===== config.mk =====
export PLATFORM = sky130hd
export DESIGN_NAME = ir_command_hold
export DESIGN_NICKNAME = d
export VERILOG_FILES = /design/src/rtl/ir_cmd_pkg.sv /design/src/rtl/tick_divider.sv /design/src/rtl/ir_command_hold.sv
export SDC_FILE = /design/constraint.sdc
export NUM_CORES = 1
export LEC_CHECK = 0
export ABC_AREA = 1
export CAP_MARGIN = 0
export CELL_PAD_IN_SITES_DETAIL_PLACEMENT = 1
export CELL_PAD_IN_SITES_GLOBAL_PLACEMENT = 2
export CORE_ASPECT_RATIO = 1.25
export CORE_UTILIZATION = 38
export DETAILED_ROUTE_END_ITERATION = 12
export GPL_TIMING_DRIVEN = 0
export PLACE_DENSITY_LB_ADDON = 0.25
export SLEW_MARGIN = 20
export SYNTH_ARGS = -nofsm -noshare
export SYNTH_HDL_FRONTEND = slang
export SYNTH_SLANG_ARGS = --single-unit

===== constraint.sdc =====
create_clock -name CLK -period 3.3 [get_ports CLK]
set_input_delay 0.825 -clock CLK [delete_from_list [all_inputs] [get_ports CLK]]
set_output_delay 0.825 -clock CLK [all_outputs]
set_load 0.02 [all_outputs]

===== src/rtl/ir_cmd_pkg.sv =====
// Shared definitions for the IR command path: command bit positions, the STOP code,
// FSM state encodings and the byte classifier used by the hold stage.
package ir_cmd_pkg;

    localparam int CMD_RIGHT = 0;
    localparam int CMD_LEFT  = 1;
    localparam int CMD_BACK  = 2;
    localparam int CMD_FWD   = 3;

    localparam logic [3:0] STOP_NIBBLE = 4'h0;

    typedef enum logic {
        IDLE = 1'b0,
        HOLD = 1'b1
    } hold_state_t;

    typedef enum logic [1:0] {
        BYTE_NONE    = 2'd0,
        BYTE_LEGAL   = 2'd1,
        BYTE_STOP    = 2'd2,
        BYTE_ILLEGAL = 2'd3
    } byte_kind_t;

    // Opposing directions in the same byte are treated as corrupt, not as STOP.
    function automatic byte_kind_t classify_byte(input logic       valid,
                                                 input logic [7:0] code,
                                                 input logic [3:0] prefix);
        if (!valid)
            return BYTE_NONE;
        if (code[7:4] != prefix)
            return BYTE_ILLEGAL;
        if (code[CMD_RIGHT] && code[CMD_LEFT])
            return BYTE_ILLEGAL;
        if (code[CMD_BACK] && code[CMD_FWD])
            return BYTE_ILLEGAL;
        if (code[3:0] == STOP_NIBBLE)
            return BYTE_STOP;
        return BYTE_LEGAL;
    endfunction

endpackage


===== src/rtl/tick_divider.sv =====
// Free-running divider: TICK is a one-cycle pulse every TICK_DIV cycles,
// first pulse TICK_DIV cycles after reset release.
module tick_divider #(
    parameter int TICK_DIV = 100_000
) (
    input  logic CLK,
    input  logic RESET,
    output logic TICK
);

    localparam int               CNT_W    = (TICK_DIV > 1) ? $clog2(TICK_DIV) : 1;
    localparam logic [CNT_W-1:0] CNT_LAST = CNT_W'(TICK_DIV - 1);

    logic [CNT_W-1:0] cnt_reg;
    logic             tick_reg;

    always_ff @(posedge CLK or negedge RESET) begin
        if (!RESET) begin
            cnt_reg  <= '0;
            tick_reg <= 1'b0;
        end else begin
            tick_reg <= (cnt_reg == CNT_LAST);
            if (cnt_reg == CNT_LAST)
                cnt_reg <= '0;
            else
                cnt_reg <= cnt_reg + CNT_W'(1);
        end
    end

    assign TICK = tick_reg;

endmodule


===== src/rtl/ir_command_hold.sv =====
// Validates IR command bytes, holds the decoded {FWD,BACK,LEFT,RIGHT} vector for
// HOLD_CYCLES after the last legal byte, and provides the display refresh tick.
module ir_command_hold
    import ir_cmd_pkg::*;
#(
    parameter int         HOLD_CYCLES = 50_000_000,
    parameter int         TICK_DIV    = 100_000,
    parameter logic [3:0] CODE_PREFIX = 4'hA
) (
    input  logic       CLK,
    input  logic       RESET,
    input  logic       CMD_VALID,
    input  logic [7:0] CMD_CODE,
    output logic [3:0] COMMAND,
    output logic       CMD_ACTIVE,
    output logic       CMD_REJECT,
    output logic       DISP_TICK
);

    localparam int                HOLD_W    = (HOLD_CYCLES > 1) ? $clog2(HOLD_CYCLES) : 1;
    localparam logic [HOLD_W-1:0] HOLD_LOAD = HOLD_W'(HOLD_CYCLES - 1);

    hold_state_t       state_reg;
    logic [HOLD_W-1:0] hold_cnt_reg;
    logic [3:0]        command_reg;
    logic              active_reg;
    logic              reject_reg;
    byte_kind_t        byte_kind;

    always_comb begin
        byte_kind = classify_byte(CMD_VALID, CMD_CODE, CODE_PREFIX);
    end

    // A legal byte is checked before expiry so a retrigger on the last count never gaps.
    always_ff @(posedge CLK or negedge RESET) begin
        if (!RESET) begin
            state_reg    <= IDLE;
            hold_cnt_reg <= '0;
            command_reg  <= 4'h0;
            active_reg   <= 1'b0;
            reject_reg   <= 1'b0;
        end else begin
            reject_reg <= (byte_kind == BYTE_ILLEGAL);
            case (state_reg)
                IDLE: begin
                    if (byte_kind == BYTE_LEGAL) begin
                        state_reg    <= HOLD;
                        command_reg  <= CMD_CODE[3:0];
                        active_reg   <= 1'b1;
                        hold_cnt_reg <= HOLD_LOAD;
                    end
                end
                HOLD: begin
                    if (byte_kind == BYTE_LEGAL) begin
                        command_reg  <= CMD_CODE[3:0];
                        hold_cnt_reg <= HOLD_LOAD;
                    end else if (byte_kind == BYTE_STOP || hold_cnt_reg == '0) begin
                        state_reg    <= IDLE;
                        command_reg  <= 4'h0;
                        active_reg   <= 1'b0;
                        hold_cnt_reg <= '0;
                    end else begin
                        hold_cnt_reg <= hold_cnt_reg - HOLD_W'(1);
                    end
                end
                default: begin
                    state_reg    <= IDLE;
                    command_reg  <= 4'h0;
                    active_reg   <= 1'b0;
                    hold_cnt_reg <= '0;
                end
            endcase
        end
    end

    tick_divider #(
        .TICK_DIV(TICK_DIV)
    ) u_tick_divider (
        .CLK  (CLK),
        .RESET(RESET),
        .TICK (DISP_TICK)
    );

    assign COMMAND    = command_reg;
    assign CMD_ACTIVE = active_reg;
    assign CMD_REJECT = reject_reg;

endmodule


==> results.md <==
* Status: finished clean
* Final setup margin at 1.18 ns
* Core area at 7750 sq um
* Placed insts at 498
* CTS tree: yes
* Max reg flops at 26
* Hold path cells at 1
* Multi-input logic area at 1550 sq um
* # Post-CTS Setup Buffers at 0
* Port bufs at 17
* Worst Clk Skew at 0.00905 ns
* # clock sinks at 51
* WHS Endpoint: u_tick_divider.cnt_reg[0]
* Unique cell type count in the Yosys netlist at 34
* Post-Route Setup TNS at 0 ns
* Final setup fails at 0
* Worst-path fanout max at 10
* Initial DRC Count at 76
* Post-Synth Simple-Gate Area at 34.1%
* FP Rows at 36
* Max-Cap Viols at 0
* Syn Area/Cell at 7.83 sq um
* First-pass GRT wire length at 12.5 mm
* Period utilization at 64.1%
* Crit path DAT at 2.32 ns
* RSZ-0062 raised after global routing: false
* Final non-filler cell total at 506
* Worst slew pin tran at 0.692 ns
* Initial antenna violation count at 0
* Post-Place Setup Slack at 0.834 ns
* Post-route DRC at 0
* Share of post-route cells with drive strength above 1 at 8.76%
* Die W at 81.8 um
* Final core occ at 44.0%
* # diodes at 0
* Final slew viol count at 0
* Via/cell ratio at 4.99
* Min-Delay Path Class: flop to flop
* Synth Area in XOR/XNOR at 8.69%
* Wire per inst at 14.7 um
* Initial Util at 39.0%
* P_sw at 1.02 mW
* GPL Wtd Cong at 0.833
* Power Density at 679 nW/um^2
* Relative slew slack at 53.9%
* R2R Setup Slk at 1.45 ns
* Hold buffers post-CTS at 0
* Vias in the first global route at 2666
* Die H at 102 um
* Final Hold Fails at 0
* Register bit total from synthesis at 51
* Mapped Area at 3020 sq um
* GRT Total Usage at 19.9%
* Multiplexer share of the synthesized area at 0%
* Worst skew pair latency at 0.31 ns
* Net count after synthesis at 399
* H-tree levels at 2
* Leak Pwr at 1.69 nW
* Vias at 2525
* Sw frac at 44.0%
* IO Pins at 18
* Seq. cell area at 1280 sq um
* Max IR drop VDD at 344 uV
* Largest family of logic cells by synthesized area: simple AND/OR/NAND/NOR gates
* Synth-to-Final Area Change at 12.7%
* R2R depth at 8
* Post-synthesis adder-cell area fraction at 0.827%
* Full die area at 8320 sq um
* Post-CTS Resized at 0
* Clk buf depth at 2
* Final ANT Viol Nets at 0
* Nets at 423
* Fillers at 959
* Seq/Total Area, Yosys at 42.2%
* Capturing point of the worst reg2reg path: hold_cnt_reg[21]
* Logic gate share of total power at 42.5%
* Total CTS buffers at 5
* Max frequency at 473 MHz
* Hold path startpoint: u_tick_divider.cnt_reg[0]
* Sequential share of power at 40.5%
* Clk root buf: clkbuf_8
* Tmin final at 2.12 ns
* Register clock-pin slew on the reported worst setup and hold paths at 0.10 ns
* CP Launch Type: input port
* Largest net degree at the start of global routing at 52
* Total wire length at 7.45 mm
* Worst Path Required at 3.50 ns
* GR Overflow Total at 0
* Synthesized instance count at 386
* Power Internal at 1.30 mW
* Complex-gate fraction of the synthesized area at 7.78%
* Critical path type: input port to flop
* Worst R2R Start: hold_cnt_reg[0]
* Drt pass-1 iters at 4
* Crit end category: flop
* Clock power share at 17.0%
* Yosys Warn Count at 0
* HPWL Detailed at 5.81 mm
## worst max path at each step
stage | slack, ns | start | endpoint | cells past startpoint
final | 1.18 | CMD_CODE[3] | hold_cnt_reg[5] | 7
after global routing | 1.06 | CMD_CODE[2] | hold_cnt_reg[18] | 8
after CTS | 1.17 | COMMAND[1] | COMMAND[1] | 1
after detailed placement | 0.83 | CMD_CODE[0] | hold_cnt_reg[5] | 7
after global placement | -0.34 | RESET | CMD_ACTIVE | 1
after floorplan | 1.60 | CMD_CODE[3] | hold_cnt_reg[19] | 7
## metrics by stage
step | hold slack [ns] | power (mW) | area, sq um
floorplan | 0.433 | 1.68 | 3020
global placement | 0.454 | 1.92 | 3310
detailed placement | 0.463 | 1.96 | 3310
CTS | 0.477 | 2.36 | 3410
global route | 0.511 | 2.52 | 3410
finish | 0.466 | 2.31 | 3410
## power by group through the flow
stage | logic (mW) | clock network, mW | registers [mW]
2_1_floorplan | 0.770 | 0 | 0.907
3_3_place_gp | 0.976 | 0 | 0.948
3_5_place_dp | 1.01 | 0 | 0.950
4_1_cts | 1.01 | 0.415 | 0.939
5_1_grt | 1.12 | 0.434 | 0.960
6_report | 0.983 | 0.392 | 0.938
## critical path: stages
cell	delay [ns]
clkdlybuf4s50_1	0.44
nor2_1	0.12
nand2_1	0.12
nand4_2	0.21
buf_2	0.30
o21ai_0	0.13
o21bai_1	0.18
## layout by cell type, fill, tap and decap left out, drive strengths merged, types with 9 or more instances in the layout
master	n
nor2	63
o21bai	14
xor2	30
clkdlybuf4s50	16
inv	45
nand3	24
nand2	109
o21ai	13
dfrtp	51
nand4	9
## logic make-up (layout without fill, tap and decap cells)
group | count (synthesis) | count (layout)
flip-flops | 51 | 51
AO/OA/AOI/OAI | 36 | 36
buffers and inverters | 49 | 74
adder cells (fa/ha/maj) | 2 | 2
AND/OR/NAND/NOR | 218 | 218
XOR/XNOR | 30 | 30
## synth_stat cells
| cell type | count | share of area, % |
|---|---|---|
| a21boi_1 | 1 | 0.25 |
| a21oi_1 | 2 | 0.33 |
| a21oi_4 | 1 | 0.54 |
| a31oi_1 | 2 | 0.41 |
| buf_2 | 2 | 0.33 |
| buf_6 | 1 | 0.37 |
| clkbuf_1 | 1 | 0.12 |
| dfrtp_1 | 51 | 42 |
| ha_1 | 2 | 0.83 |
| inv_1 | 42 | 5.2 |
| inv_2 | 3 | 0.37 |
| nand2_1 | 104 | 13 |
| nand2_2 | 3 | 0.62 |
| nand2_4 | 2 | 0.74 |
| nand3_1 | 21 | 3.5 |
| nand3_2 | 2 | 0.66 |
| nand3_4 | 1 | 0.58 |
| nand3b_1 | 1 | 0.25 |
| nand4_1 | 7 | 1.4 |
| nand4_2 | 1 | 0.41 |
| nand4_4 | 1 | 0.70 |
| nor2_1 | 55 | 6.8 |
| nor2_2 | 4 | 0.83 |
| nor2_4 | 3 | 1.1 |
| nor2_8 | 1 | 0.66 |
| nor3_1 | 6 | 0.99 |
| nor3_2 | 1 | 0.33 |
| nor4_1 | 3 | 0.62 |
| nor4_4 | 1 | 0.70 |
| o21ai_0 | 13 | 2.2 |
| o21bai_1 | 14 | 3.5 |
| o22ai_1 | 3 | 0.62 |
| or2_0 | 1 | 0.21 |
| xor2_1 | 30 | 8.7 |
## area by class of cell
type | count | share of cell area (%)
Timing Repair Buffer | 17 | 4.92
Sequential cell | 51 | 37.4
Inverter | 45 | 4.95
Clock inverter | 2 | 0.477
Tap cell | 95 | 3.49
Clock buffer | 6 | 2.42
Buffer | 4 | 0.734
Multi-Input combinational cell | 286 | 45.6
## metal layers
layer	track usage [%]	wire length (um)
met1	22.0	3130
met3	2.88	89
met4	6.61	164
met5	0	0
met2	37.7	4070
(Power assumes the default switching activity.)
